===== config.mk =====
export PLATFORM = sky130hd
export DESIGN_NAME = tt_um_jleugeri_ttt_event_fifo
export DESIGN_NICKNAME = d
export VERILOG_FILES = /design/src/rtl/tt_um_jleugeri_ttt_event_fifo.sv
export SDC_FILE = /design/constraint.sdc
export NUM_CORES = 1
export LEC_CHECK = 0
export ABC_AREA = 1
export CAP_MARGIN = 20
export CORE_ASPECT_RATIO = 0.8
export CORE_MARGIN = 2
export CORE_UTILIZATION = 47
export DETAILED_ROUTE_END_ITERATION = 12
export PLACE_DENSITY = 0.68
export SLEW_MARGIN = 10
export SYNTH_ARGS = -nofsm -noshare
export SYNTH_HDL_FRONTEND = slang
export SYNTH_SLANG_ARGS = --single-unit

===== constraint.sdc =====
create_clock -name clock_fast -period 2.1 [get_ports clock_fast]
set_input_delay 0.42 -clock clock_fast [delete_from_list [all_inputs] [get_ports clock_fast]]
set_output_delay 0.42 -clock clock_fast [all_outputs]
set_load 0.005 [all_outputs]

===== src/rtl/tt_um_jleugeri_ttt_event_fifo.sv =====
// Output-event buffer for the ticktocktokens core: a first-word-fall-through FIFO
// of {processor id, start/stop} entries with a sticky overflow flag and a saturating drop counter.
module tt_um_jleugeri_ttt_event_fifo #(
  parameter int PROC_ID_BITS  = 4,
  parameter int DEPTH         = 8,
  parameter int DROP_CNT_BITS = 8
) (
  input  logic                      clock_fast,
  input  logic                      reset,
  input  logic                      event_valid,
  input  logic [PROC_ID_BITS-1:0]   processor_id_in,
  input  logic [1:0]                token_startstop_in,
  input  logic                      pop,
  input  logic                      clear,
  output logic                      out_valid,
  output logic [PROC_ID_BITS-1:0]   processor_id_out,
  output logic [1:0]                token_startstop_out,
  output logic [$clog2(DEPTH):0]    count,
  output logic                      full,
  output logic                      overflow,
  output logic [DROP_CNT_BITS-1:0]  drop_count
);

  localparam int PTR_W   = $clog2(DEPTH);
  localparam int CNT_W   = PTR_W + 1;
  localparam int ENTRY_W = PROC_ID_BITS + 2;

  logic [ENTRY_W-1:0]       mem [DEPTH];
  logic [PTR_W-1:0]         rd_ptr;
  logic [PTR_W-1:0]         wr_ptr;
  logic [CNT_W-1:0]         cnt;
  logic                     ovf;
  logic [DROP_CNT_BITS-1:0] drops;

  logic push_req;
  logic pop_req;
  logic do_write;
  logic do_drop;
  logic [ENTRY_W-1:0] head;

  assign out_valid = (cnt != '0);
  assign full      = (cnt == CNT_W'(DEPTH));
  assign count     = cnt;
  assign overflow  = ovf;
  assign drop_count = drops;

  assign push_req = event_valid && (token_startstop_in != 2'b00);
  assign pop_req  = pop && out_valid;
  // A pop on a full FIFO frees the slot the simultaneous push lands in.
  assign do_write = push_req && (!full || pop_req);
  assign do_drop  = push_req && full && !pop_req;

  assign head                = mem[rd_ptr];
  assign processor_id_out    = out_valid ? head[ENTRY_W-1:2] : '0;
  assign token_startstop_out = out_valid ? head[1:0] : 2'b00;

  always_ff @(posedge clock_fast) begin
    if (!reset && !clear && do_write) begin
      mem[wr_ptr] <= {processor_id_in, token_startstop_in};
    end
  end

  always_ff @(posedge clock_fast) begin
    if (reset || clear) begin
      rd_ptr <= '0;
      wr_ptr <= '0;
      cnt    <= '0;
      ovf    <= 1'b0;
      drops  <= '0;
    end else begin
      if (do_write) wr_ptr <= wr_ptr + PTR_W'(1);
      if (pop_req)  rd_ptr <= rd_ptr + PTR_W'(1);
      case ({do_write, pop_req})
        2'b10:   cnt <= cnt + CNT_W'(1);
        2'b01:   cnt <= cnt - CNT_W'(1);
        default: cnt <= cnt;
      endcase
      if (do_drop) begin
        ovf <= 1'b1;
        if (drops != '1) drops <= drops + DROP_CNT_BITS'(1);
      end
    end
  end

endmodule


### Word-level counts from Yosys, hierarchy flattened

Memory sizes are Yosys's and may differ from the RTL's. A register that Yosys moved wholly into a read port is not among the register bits.
Cells that the tools add are included.

* add/subtract/negate cells: 5
* eq/ne operators: 4
* mux-type cells: 7
* reductions and logical operators: 17

Operators by type and width (count)
* adder 8 x 1 -> 8 bit, second input constant: 1
* inequality test 8 bit, second input constant: 1
* case mux 4 bit (2 select lines): 1
* logical AND 1 bit: 7
* adder 3 x 1 -> 3 bit, second input constant: 2
* two-way mux 3 bit: 2
* adder 4 x 1 -> 4 bit, second input constant: 1
* equality test 4 bit, second input constant: 1
* zero test 1 bit: 4
* two-way mux 4 bit: 1
* nonzero test 2 bit: 2
* nonzero test 4 bit: 1
* subtractor 4 x 1 -> 4 bit, second input constant: 1
* equality test 2 x 1 -> 1 bit, second input constant: 1
* equality test 2 bit, second input constant: 1
* logical OR 1 bit: 2
* two-way mux 1 bit: 2
* two-way mux 2 bit: 1
* AND reduction 2 bit: 1

* flip-flop bits (word level): 19
* memory bits (writable): 48
* bits of input ports: 11
* output and inout port bits: 21
* word-level logic and storage cells: 39
* memories: 1

Memory list
* mem: depth 8, bits a word 6, rd ports 1, clocked after memory_dff 1, wr ports 1, line 28 `logic [ENTRY_W-1:0] mem [DEPTH];`

### Depth between registers and ports, before layout

Gate-level depths: netlist of the first run.

* depth in word-level cells: 7
* depth in mapped cells: 11
* gate-level depth less buffers: 11

### Worst setup path before layout of the first run

OpenSTA, ideal clock, no wires.

* path kind: register -> register
* from: register cnt[0] (netlist: count[0])
* to: memory mem[0][0] (netlist name) (enable)
* setup time: 377 ps
* data arrival time: 1432 ps
* required time: 1723 ps
* path slack: 291 ps
* cell stages (with the launch flop): 7
* path buffers: 0
* period minus slack after synthesis: 1809 ps
* path through: dfxtp_1 -> nor4_4 -> nand2_2 -> nand2_1 -> nor2_1 -> inv_1 -> nor3_1

* longest elaborated chain between the ends: 7
* elaborated cells between the ends (all ways): 9
* those cells by class: 1 x eq/ne; 2 x mux; 6 x reduce/logical

Ends and longest elaborated chain
* from (decl): line 31 `logic [CNT_W-1:0] cnt;`
* from (signal assigned): line 74 `2'b10: cnt <= cnt + CNT_W'(1);`
* from (signal assigned): line 75 `2'b01: cnt <= cnt - CNT_W'(1);`
* from (signal assigned): line 76 `default: cnt <= cnt;`
* equality test 4 bit: line 42 `assign full = (cnt == CNT_W'(DEPTH));`
* net full: line 19 `output logic full,`
* zero test 1 bit: line 50 `assign do_write = push_req && (!full || pop_req);`
* logical OR 1 bit: line 50
* logical AND 1 bit: line 50
* logical AND 1 bit: line 58 `if (!reset && !clear && do_write) begin`
* two-way mux 1 bit: line 58
* two-way mux 1 bit (not written as such): line 59 `mem[wr_ptr] <= {processor_id_in, token_startstop_in};`
* to (decl): line 28

The timed path passes the listed nets, and every way through them passes these cells.

==> results.json, run 1 <==
{
  "cts_sinks": 70,
  "fp.dieH_um": 75.81,
  "slew_violations": 0,
  "dp_slack_ns": 0.01716,
  "clk_latency_ns": 0.35,
  "portBuffers": 31,
  "hold_path_class": "flop to flop",
  "diodes": 0,
  "p_seq_share_pct": 53.9,
  "path_class": "flop to primary output",
  "grt_use_met1_pct": 27.81,
  "layout_min_cycle_time_ns": 2.021,
  "timing_hold_violations_final": 0,
  "irDropWorstVdd_uv": 713.6,
  "gp_congestion": 0.8685,
  "avgRoutedWirePerCell_um": 13.95,
  "yosysMostFrequentCell": "nor2_1",
  "overflow": 0,
  "r2r_slack_ns": 0.28,
  "min_to": "overflow$_SDFFE_PP0P_",
  "clk_pin_slew_worst_paths_ns": 0.07,
  "ant_nets": 0,
  "vias": 2261,
  "start_util_pct": 48.00,
  "status": "finished clean",
  "relSlewSlack_pct": 73.11,
  "timing.rr.end": "count[2]$_SDFFE_PP0P_",
  "cts_tree": "yes",
  "clockPowerShare_pct": 36.5,
  "cp_top_family": "compound AO/OA/AOI/OAI gates",
  "syn_to_final_growth_pct": 27.30,
  "p_leak_nw": 1.475,
  "fin_util_pct": 61.10,
  "busiest_layer": "met2",
  "p_switching_uw": 623.4,
  "syn-cell-area_um2": 3029,
  "place.detailed.hpwl_mm": 4.647,
  "antenna_found_initial": 0,
  "min-delay-start": "overflow$_SDFFE_PP0P_",
  "final-setup-viol-count": 0,
  "crit_required_ns": 1.68,
  "vias_per_cell": 4.969,
  "holdPathStages": 2,
  "grt_pass1_vias": 2030,
  "skew_ns": 0.008620,
  "netlist.area_leader.share_pct": 47.58,
  "synth_ff_type": "edfxtp_1",
  "syn_inst": 300,
  "ys_ff_latch": 70,
  "worst-path-buf-inv": 3,
  "ctsHoldBuffers": 0,
  "power.density_nw_per_um2": 718.6,
  "grt_util_met3_pct": 6.231,
  "root_buffer": "clkbuf_8",
  "tightest_slew_ns": 0.4029,
  "wirelength_mm": 6.345,
  "ys_async_sr_fraction_pct": 0,
  "min_period_over_period_pct": 96.24,
  "yosysSeqAreaShare_pct": 62.12,
  "drive_gt1_share_pct": 19.95,
  "crit_chain": "buf_12 -> buf_4 -> o21ai_1 -> o22ai_1 -> o21ai_1 -> a31oi_1 -> buf_2",
  "rows": 26,
  "synth_area_leaders": "edfxtp_1, dfxtp_1, o21ai_0",
  "maxCapViolCount": 0,
  "intPower_mw": 2.148,
  "cts_buffers": 9,
  "nets": 381,
  "dp.cells": 437,
  "cp_slowest_stage_delay_ns": 0.36,
  "first_pass_iters": 4,
  "yosysUniqueCellTypes": 29,
  "power_frac_comb_pct": 9.6,
  "crit_slowest_cell": "dfxtp_2",
  "switching_share_pct": 22.50,
  "fp.dieArea_um2": 7107,
  "die_w_um": 93.76,
  "avgSynthCellArea_um2": 10.10,
  "rsz0062_at_grt": "true",
  "use_met2_pct": 29.13,
  "coreArea_um2": 6311,
  "cpMostUsedCell": "o21ai_1",
  "clockBufferDepth": 2,
  "reg2regPathDepth": 12,
  "drcViolationCount": 0,
  "cp_max_fo": 11,
  "critPathCaptureType": "primary output",
  "timing.final.ws_setup_ns": 0.07904,
  "final_cells": 455,
  "io_pins": 32,
  "yosysTopAreaCell": "edfxtp_1",
  "synth_edf_count": 48,
  "drtIter0Drc": 150,
  "max_freq_ghz": 0.4948,
  "yosys_warnings": 0,
  "cp-start-kind": "flop",
  "grt_max_degree": 14,
  "grt_pass1_wl_mm": 10.18,
  "yosys-top-cells-count": "nor2_1, edfxtp_1, o21ai_0",
  "grtUsageTotal_pct": 19.90,
  "r2r-start": "count[0]$_SDFFE_PP0P_",
  "syn_nets": 315,
  "critical_path_arrival_ns": 1.60,
  "p_total_mw": 2.771,
  "cts_htree_levels": 3
}
## state kept, by name, indices dropped and copies added, names as in the netlist, named ones only
signal,cells
overflow,1
drop_count,8
rd_ptr,3
count,4
mem,48
wr_ptr,3
## cell type report
| class | count | area [um2] |
|---|---|---|
| Fill cell | 539 | 2455 |
| Multi-Input combinational cell | 189 | 1002 |
| Clock inverter | 4 | 47.55 |
| Inverter | 32 | 122.6 |
| Clock buffer | 12 | 135.1 |
| Sequential cell | 70 | 1884 |
| Tap cell | 84 | 105.1 |
| Timing Repair Buffer | 64 | 559.3 |
## what timing repair did
item / in CTS / in global routing
setup buffers: 0 / 2
gates resized for setup: 28 / 26
setup endpoints to repair: 6 / 6
pin swaps: 4 / 7
## cell families (layout without fill, tap and decap cells)
logic type,Yosys count,in the layout,synth area share [%]
compound gates,70,70,13.01
fa+ha+maj,4,4,1.652
xor+xnor,4,4,1.156
flops,70,70,62.12
buf+inv,41,112,5.411
simple gates,111,111,16.65
## metal layers
| layer | routed length [um] | part of all wire [%] |
|---|---|---|
| met5 | 0 | 0 |
| met4 | 74 | 1.2 |
| met3 | 394 | 6.2 |
| met2 | 2754 | 43 |
| met1 | 3120 | 49 |
## cells in the final DEF, fill, tap and decap left out, types with 2 or more instances in the layout
| cell type | instances |
|---|---|
| nor2_1 | 52 |
| edfxtp_1 | 48 |
| nand2_1 | 31 |
| buf_4 | 30 |
| inv_1 | 26 |
| clkdlybuf4s50_1 | 24 |
| o21ai_1 | 20 |
| dfxtp_1 | 20 |
| o21ai_0 | 19 |
| a21oi_1 | 12 |
| nand3_1 | 9 |
| clkbuf_8 | 9 |
| nor3_1 | 8 |
| a31oi_1 | 7 |
| buf_2 | 5 |
| inv_2 | 4 |
| o22ai_1 | 4 |
| clkinv_2 | 4 |
| xor2_1 | 4 |
| ha_1 | 4 |
| nand2_2 | 3 |
| clkbuf_1 | 3 |
| o22ai_2 | 2 |
| nand4_1 | 2 |
| dfxtp_2 | 2 |
| buf_12 | 2 |
## how the worst max path moves through the flow
| stage | start | end | slack [ns] | depth (start not counted) |
|---|---|---|---|---|
| 2_1_floorplan | count[0]$_SDFFE_PP0P_ | mem[0][0]$_DFFE_PP_ | 0.29 | 6 |
| 3_3_place_gp | token_startstop_in[1] | mem[0][4]$_DFFE_PP_ | 0.03 | 8 |
| 3_5_place_dp | flop | token_startstop_out[1] | 0.02 | 6 |
| 4_1_cts | flop | token_startstop_out[0] | 0.001 | 6 |
| 5_1_grt | flop | token_startstop_out[0] | -0.03 | 6 |
| 6_report | flop | processor_id_out[3] | 0.08 | 7 |
## worst reg2reg max path, stage by stage (launching register included)
cell and delay [ns]:
dfxtp_1 0.32, nor2_1 0.10, nand2_1 0.21, buf_4 0.23
nand3_1 0.10, nand2_1 0.07, nand2_1 0.07, inv_2 0.04
ha_1 0.17, nor2_1 0.14, xor2_1 0.08, o21ai_0 0.14
inv_1 0.05
## stage by stage
step | TNS [ns] | hold WS, ns | area [um2]
final | 0 | 0.4533 | 3856
after CTS | 0 | 0.4593 | 3840
after global routing | -0.05268 | 0.4715 | 3856
after detailed placement | 0 | 0.4486 | 3661
after floorplan | 0 | 0.4334 | 3029
after global placement | 0 | 0.4399 | 3661
## power groups by stage
stage	logic (mW)	registers, mW	clock network (mW)
6_report	0.267	1.49	1.01
4_1_cts	0.265	1.49	1.04
2_1_floorplan	0.124	1.53	0
5_1_grt	0.298	1.49	1.10
3_3_place_gp	0.266	1.52	0
3_5_place_dp	0.269	1.52	0
(Power assumes the default switching activity.)
==> run 2, diff against run 1 <==
Settings changed: MAX_ROUTING_LAYER from default to met4, PLACE_DENSITY 0.68 to default, PLACE_DENSITY_LB_ADDON from default to 0.15, REMOVE_ABC_BUFFERS from default to 1.
==> run 2 against run 1 <==
  * First-iteration DRC count shrank 11%
  * Critical path depth up 1
  * Sequential power is essentially flat
  * Final cell count increased by 2.0%
  * Worst setup slack worse by 0.053 ns
  * Utilization up 1.4 points
  * Via count up 2.0%
  * Combinational power increased by 2%
  * Critical path type unchanged
  * Critical endpoint is now token_startstop_out[1]
  * Largest power group unchanged
==> results.json, run 2 (synthesis gave the netlist of run 1 again) <==
{
  "status": "finished clean",
  "r2r-start": "count[0]$_SDFFE_PP0P_",
  "fillers": 561,
  "min-delay-start": "overflow$_SDFFE_PP0P_",
  "fp.dieH_um": 75.81,
  "crit_required_ns": 1.68,
  "final_common_cell": "nor2_1",
  "clk_pin_slew_worst_paths_ns": 0.07,
  "cts_buffers": 9,
  "cp_max_fo": 4,
  "tightest_slew_ns": 0.4608,
  "setup-tns-final_ns": 0,
  "fin_util_pct": 62.55,
  "grt_pass1_wl_mm": 10.47,
  "critical_path_arrival_ns": 1.65,
  "timing.rr.end": "count[2]$_SDFFE_PP0P_",
  "grt_pass1_vias": 2104,
  "coreArea_um2": 6311,
  "drtIter0Drc": 134,
  "overflow": 0,
  "layout_min_cycle_time_ns": 2.074,
  "rsz0062_at_grt": "true",
  "ant_nets": 0,
  "antenna_found_initial": 0,
  "skew_ns": 0.007459,
  "p_leak_nw": 1.528,
  "use_met2_pct": 28.81,
  "timing.final.ws_setup_ns": 0.02586,
  "start_util_pct": 48.00,
  "hold_path_class": "flop to flop",
  "dp_slack_ns": -0.07208,
  "critPathCaptureType": "primary output",
  "holdPathStages": 2,
  "slew_violations": 0,
  "path_class": "flop to primary output",
  "clockBufferDepth": 2,
  "wirelength_mm": 6.549,
  "die_w_um": 93.76,
  "cp-start-kind": "flop",
  "io_pins": 32,
  "portBuffers": 31,
  "multi_input_area_um2": 983.4,
  "drive_gt1_share_pct": 21.32,
  "avgRoutedWirePerCell_um": 14.11,
  "syn_to_final_growth_pct": 30.32,
  "vias": 2306,
  "grt_use_met1_pct": 30.11,
  "layout_common_cells": "nor2_1, edfxtp_1, buf_4",
  "grt_util_met3_pct": 5.638,
  "root_buffer": "clkbuf_8",
  "relSlewSlack_pct": 69.25,
  "reg2regPathDepth": 12,
  "cts_sinks": 70,
  "min_period_over_period_pct": 98.77,
  "p_total_mw": 2.907,
  "regMostFlops": "mem",
  "min_to": "overflow$_SDFFE_PP0P_",
  "busiest_layer": "met1",
  "r2r_slack_ns": 0.23,
  "largest_reg_flops": 48,
  "clk_latency_ns": 0.33,
  "cts_htree_levels": 3,
  "timing_hold_violations_final": 0,
  "diodes": 0,
  "regArea_um2": 1889,
  "rows": 26,
  "grt_max_degree": 17,
  "vias_per_cell": 4.970,
  "fp.dieArea_um2": 7107,
  "gp_congestion": 0.8369,
  "drcViolationCount": 0,
  "nets": 390,
  "max_freq_ghz": 0.4821,
  "final-setup-viol-count": 0,
  "place.detailed.hpwl_mm": 4.618,
  "first_pass_iters": 4,
  "power.density_nw_per_um2": 736.4,
  "grtUsageTotal_pct": 20.66,
  "maxCapViolCount": 0,
  "cts_tree": "yes",
  "irDropWorstVdd_uv": 437.0
}
==> run 2: how the worst max path moves through the flow <==
stage | to | slack (ns)
after floorplan | mem[0][0]$_DFFE_PP_ | 0.006
after global placement | mem[3][5]$_DFFE_PP_ | -0.09
after detailed placement | mem[3][3]$_DFFE_PP_ | -0.07
after CTS | token_startstop_out[0] | -0.004
after global routing | token_startstop_out[1] | -0.08
final | token_startstop_out[1] | 0.03
==> run 2: timing repair <==
item,in CTS,in global routing
gates resized for setup,16,14
hold buffers,0,0
pin swaps,0,1
gates cloned,0,0
setup buffers,5,1
endpoints found under the setup margin,6,7
==> run 2: worst max-delay path, cell delays in order (launching register included) <==
cell and delay, ns:
dfxtp_4 0.37, clkinvlp_4 0.14, buf_4 0.16, buf_4 0.12, o21ai_0 0.06, o22ai_1 0.10, o21ai_1 0.17, a31oi_1 0.06
clkbuf_2 0.14
==> run 2: cell type report <==
cell class	instances	area share, %
clock buffer	10	3.233
multi-input combinational	189	24.91
timing repair buffer	73	15.88
inverter	32	3.265
tap	84	2.662
sequential	70	47.86
clock inverter	6	2.187
==> run 2: metal layers <==
metal | part of all wire (%) | vias up | routed length (um)
li1 | - | 1190 | -
met1 | 50 | 1051 | 3279
met2 | 43 | 63 | 2834
met3 | 6.4 | 2 | 421
met4 | 0.21 | 0 | 14
met5 | 0 | - | 0
==> run 2: power breakdown <==
group,switching (mW),internal (mW)
clock network,0.477,0.666
logic,0.150,0.122
registers,0.00916,1.48
==> run 2: metrics by stage <==
stage / hold WS (ns) / std cells / cell area [um2]
floorplan: 0.4334 / 291 / 2988
global placement: 0.4419 / 442 / 3699
detailed placement: 0.4474 / 442 / 3699
CTS: 0.4593 / 463 / 3958
global route: 0.4816 / 464 / 3948
finish: 0.4583 / 464 / 3948
==> run 3, diff against run 2 <==
Settings changed: CORE_UTILIZATION 47 to 45, DONT_BUFFER_PORTS from default to 1.
==> run 3 against run 2 <==
  * Combinational power is 36% lower
  * Critical path depth is 2 lower
  * Non-clock buffer count is 57 lower
  * Largest cell class unchanged
==> results.json, run 3 (synthesis gave the netlist of run 1 again) <==
{
  "slew_violations": 0,
  "portBuffers": 0,
  "start_util_pct": 47.03,
  "maxCapViolCount": 0,
  "grtUsageTotal_pct": 19.82,
  "die_w_um": 95.73,
  "crit_slowest_cell": "dfxtp_1",
  "cp-start-kind": "flop",
  "fin_util_pct": 52.86,
  "final-setup-viol-count": 0,
  "cts_htree_levels": 3,
  "syn_to_final_growth_pct": 12.39,
  "avgRoutedWirePerCell_um": 16.12,
  "dp_slack_ns": 0.3766,
  "timing_hold_violations_final": 0,
  "largest_reg_flops": 48,
  "clk_latency_ns": 0.34,
  "timing.final.ws_setup_ns": 0.1358,
  "diodes": 0,
  "p_total_mw": 2.616,
  "r2r-start": "count[3]$_SDFFE_PP0P_",
  "first_pass_iters": 4,
  "max_freq_ghz": 0.5091,
  "root_buffer": "clkbuf_8",
  "worst-path-buf-inv": 2,
  "fillers": 569,
  "cp_max_fo": 16,
  "cpMostUsedCell": "o21ai_0",
  "nets": 333,
  "p_leak_nw": 1.234,
  "min-delay-start": "token_startstop_in[0]",
  "coreArea_um2": 6441,
  "crit_required_ns": 1.68,
  "setup-tns-final_ns": 0,
  "post_cts.repair.setup_buffers": 0,
  "grt_max_degree": 25,
  "layout_common_cells": "nor2_1, edfxtp_1, o21ai_0",
  "tightest_slew_ns": 0.3666,
  "clockBufferDepth": 2,
  "power.density_nw_per_um2": 768.5,
  "final_common_cell": "nor2_1",
  "skew_ns": 0.008299,
  "cp_slowest_stage_delay_ns": 0.39,
  "min_period_over_period_pct": 93.54,
  "layout_min_cycle_time_ns": 1.964,
  "grt_pass1_wl_mm": 10.36,
  "cp_top_family": "compound AO/OA/AOI/OAI gates",
  "clk_pin_slew_worst_paths_ns": 0.08,
  "drive_gt1_share_pct": 15.17,
  "vias": 2135,
  "drcViolationCount": 0,
  "vias_per_cell": 5.246,
  "hold_path_class": "primary input to flop",
  "holdWs_ns": 0.1689,
  "place.detailed.hpwl_mm": 4.686,
  "ctsHoldBuffers": 0,
  "rsz0062_at_grt": "false",
  "io_pins": 32,
  "overflow": 0,
  "critPathCaptureType": "primary output",
  "grt_pass1_vias": 1980,
  "path_class": "flop to primary output",
  "rows": 26,
  "ant_nets": 0,
  "cts_buffers": 9,
  "drtIter0Drc": 159,
  "crit_chain": "inv_2 -> buf_6 -> o21ai_0 -> o22ai_1 -> o21ai_0 -> a31oi_1",
  "cts_sinks": 70,
  "fp.dieArea_um2": 7408,
  "relSlewSlack_pct": 75.54,
  "cts.repair.resized": 0,
  "critical_path_arrival_ns": 1.54,
  "fp.dieH_um": 77.39,
  "cts_tree": "yes",
  "irDropWorstVdd_uv": 370.8,
  "gp_congestion": 0.9004,
  "wirelength_mm": 6.562,
  "regMostFlops": "mem",
  "antenna_found_initial": 0,
  "status": "finished clean"
}
==> run 3: cell types whose count changed in the layout (fill, tap and decap cells not counted), moves of 2 or more <==
cell / previous run / this run
o21ai_0: 37 / 39
o21ai_1: 3 / 1
clkdlybuf4s50_1: 24 / 0
buf_4: 39 / 14
bufinv_16: 2 / 0
clkbuf_2: 6 / 0
inv_2: 2 / 4
dfxtp_4: 2 / 0
dfxtp_2: 0 / 2
inv_6: 0 / 2
==> run 3: final cells by class <==
cell class              instances  area (um2)  area share (%)
clock buffers                   9       123.9           3.638
clock inverters                 7       48.80           1.433
flip-flops and latches         70        1884           55.35
well taps                      84       105.1           3.087
inverters                      32       122.6           3.602
repair buffers                 16       136.4           4.006
multi-input cells             189       983.4           28.89
==> run 3: worst paths after layout <==
check	endpoint	slack, ns	cells past startpoint
max	processor_id_out[3]	0.14	6
min	mem[2][0]$_DFFE_PP_	0.17	0
min reg2reg	flop	0.47	2
max reg2reg	mem[1][0]$_DFFE_PP_	0.36	8
==> run 3: layer usage <==
| layer | track usage [%] | vias to the layer above | share of wire (%) |
|---|---|---|---|
| met1 | 30.64 | 978 | 51 |
| li1 | - | 1071 | - |
| met4 | 6.143 | 0 | 0.84 |
| met3 | 6.505 | 7 | 8.2 |
| met5 | - | - | 0 |
| met2 | 24.34 | 79 | 40 |
==> run 3: per-stage QoR <==
stage,area [um2],cells
floorplan,2988,291
global placement,3213,391
detailed placement,3213,391
CTS,3386,407
global route,3405,407
finish,3405,407
==> run 3: report_power, final <==
| part | leakage (nW) | internal, mW | switching, mW |
|---|---|---|---|
| Sequential | 0.611 | 1.48 | 0.0155 |
| Clock | 0.0797 | 0.429 | 0.514 |
| Combinational | 0.543 | 0.0589 | 0.114 |
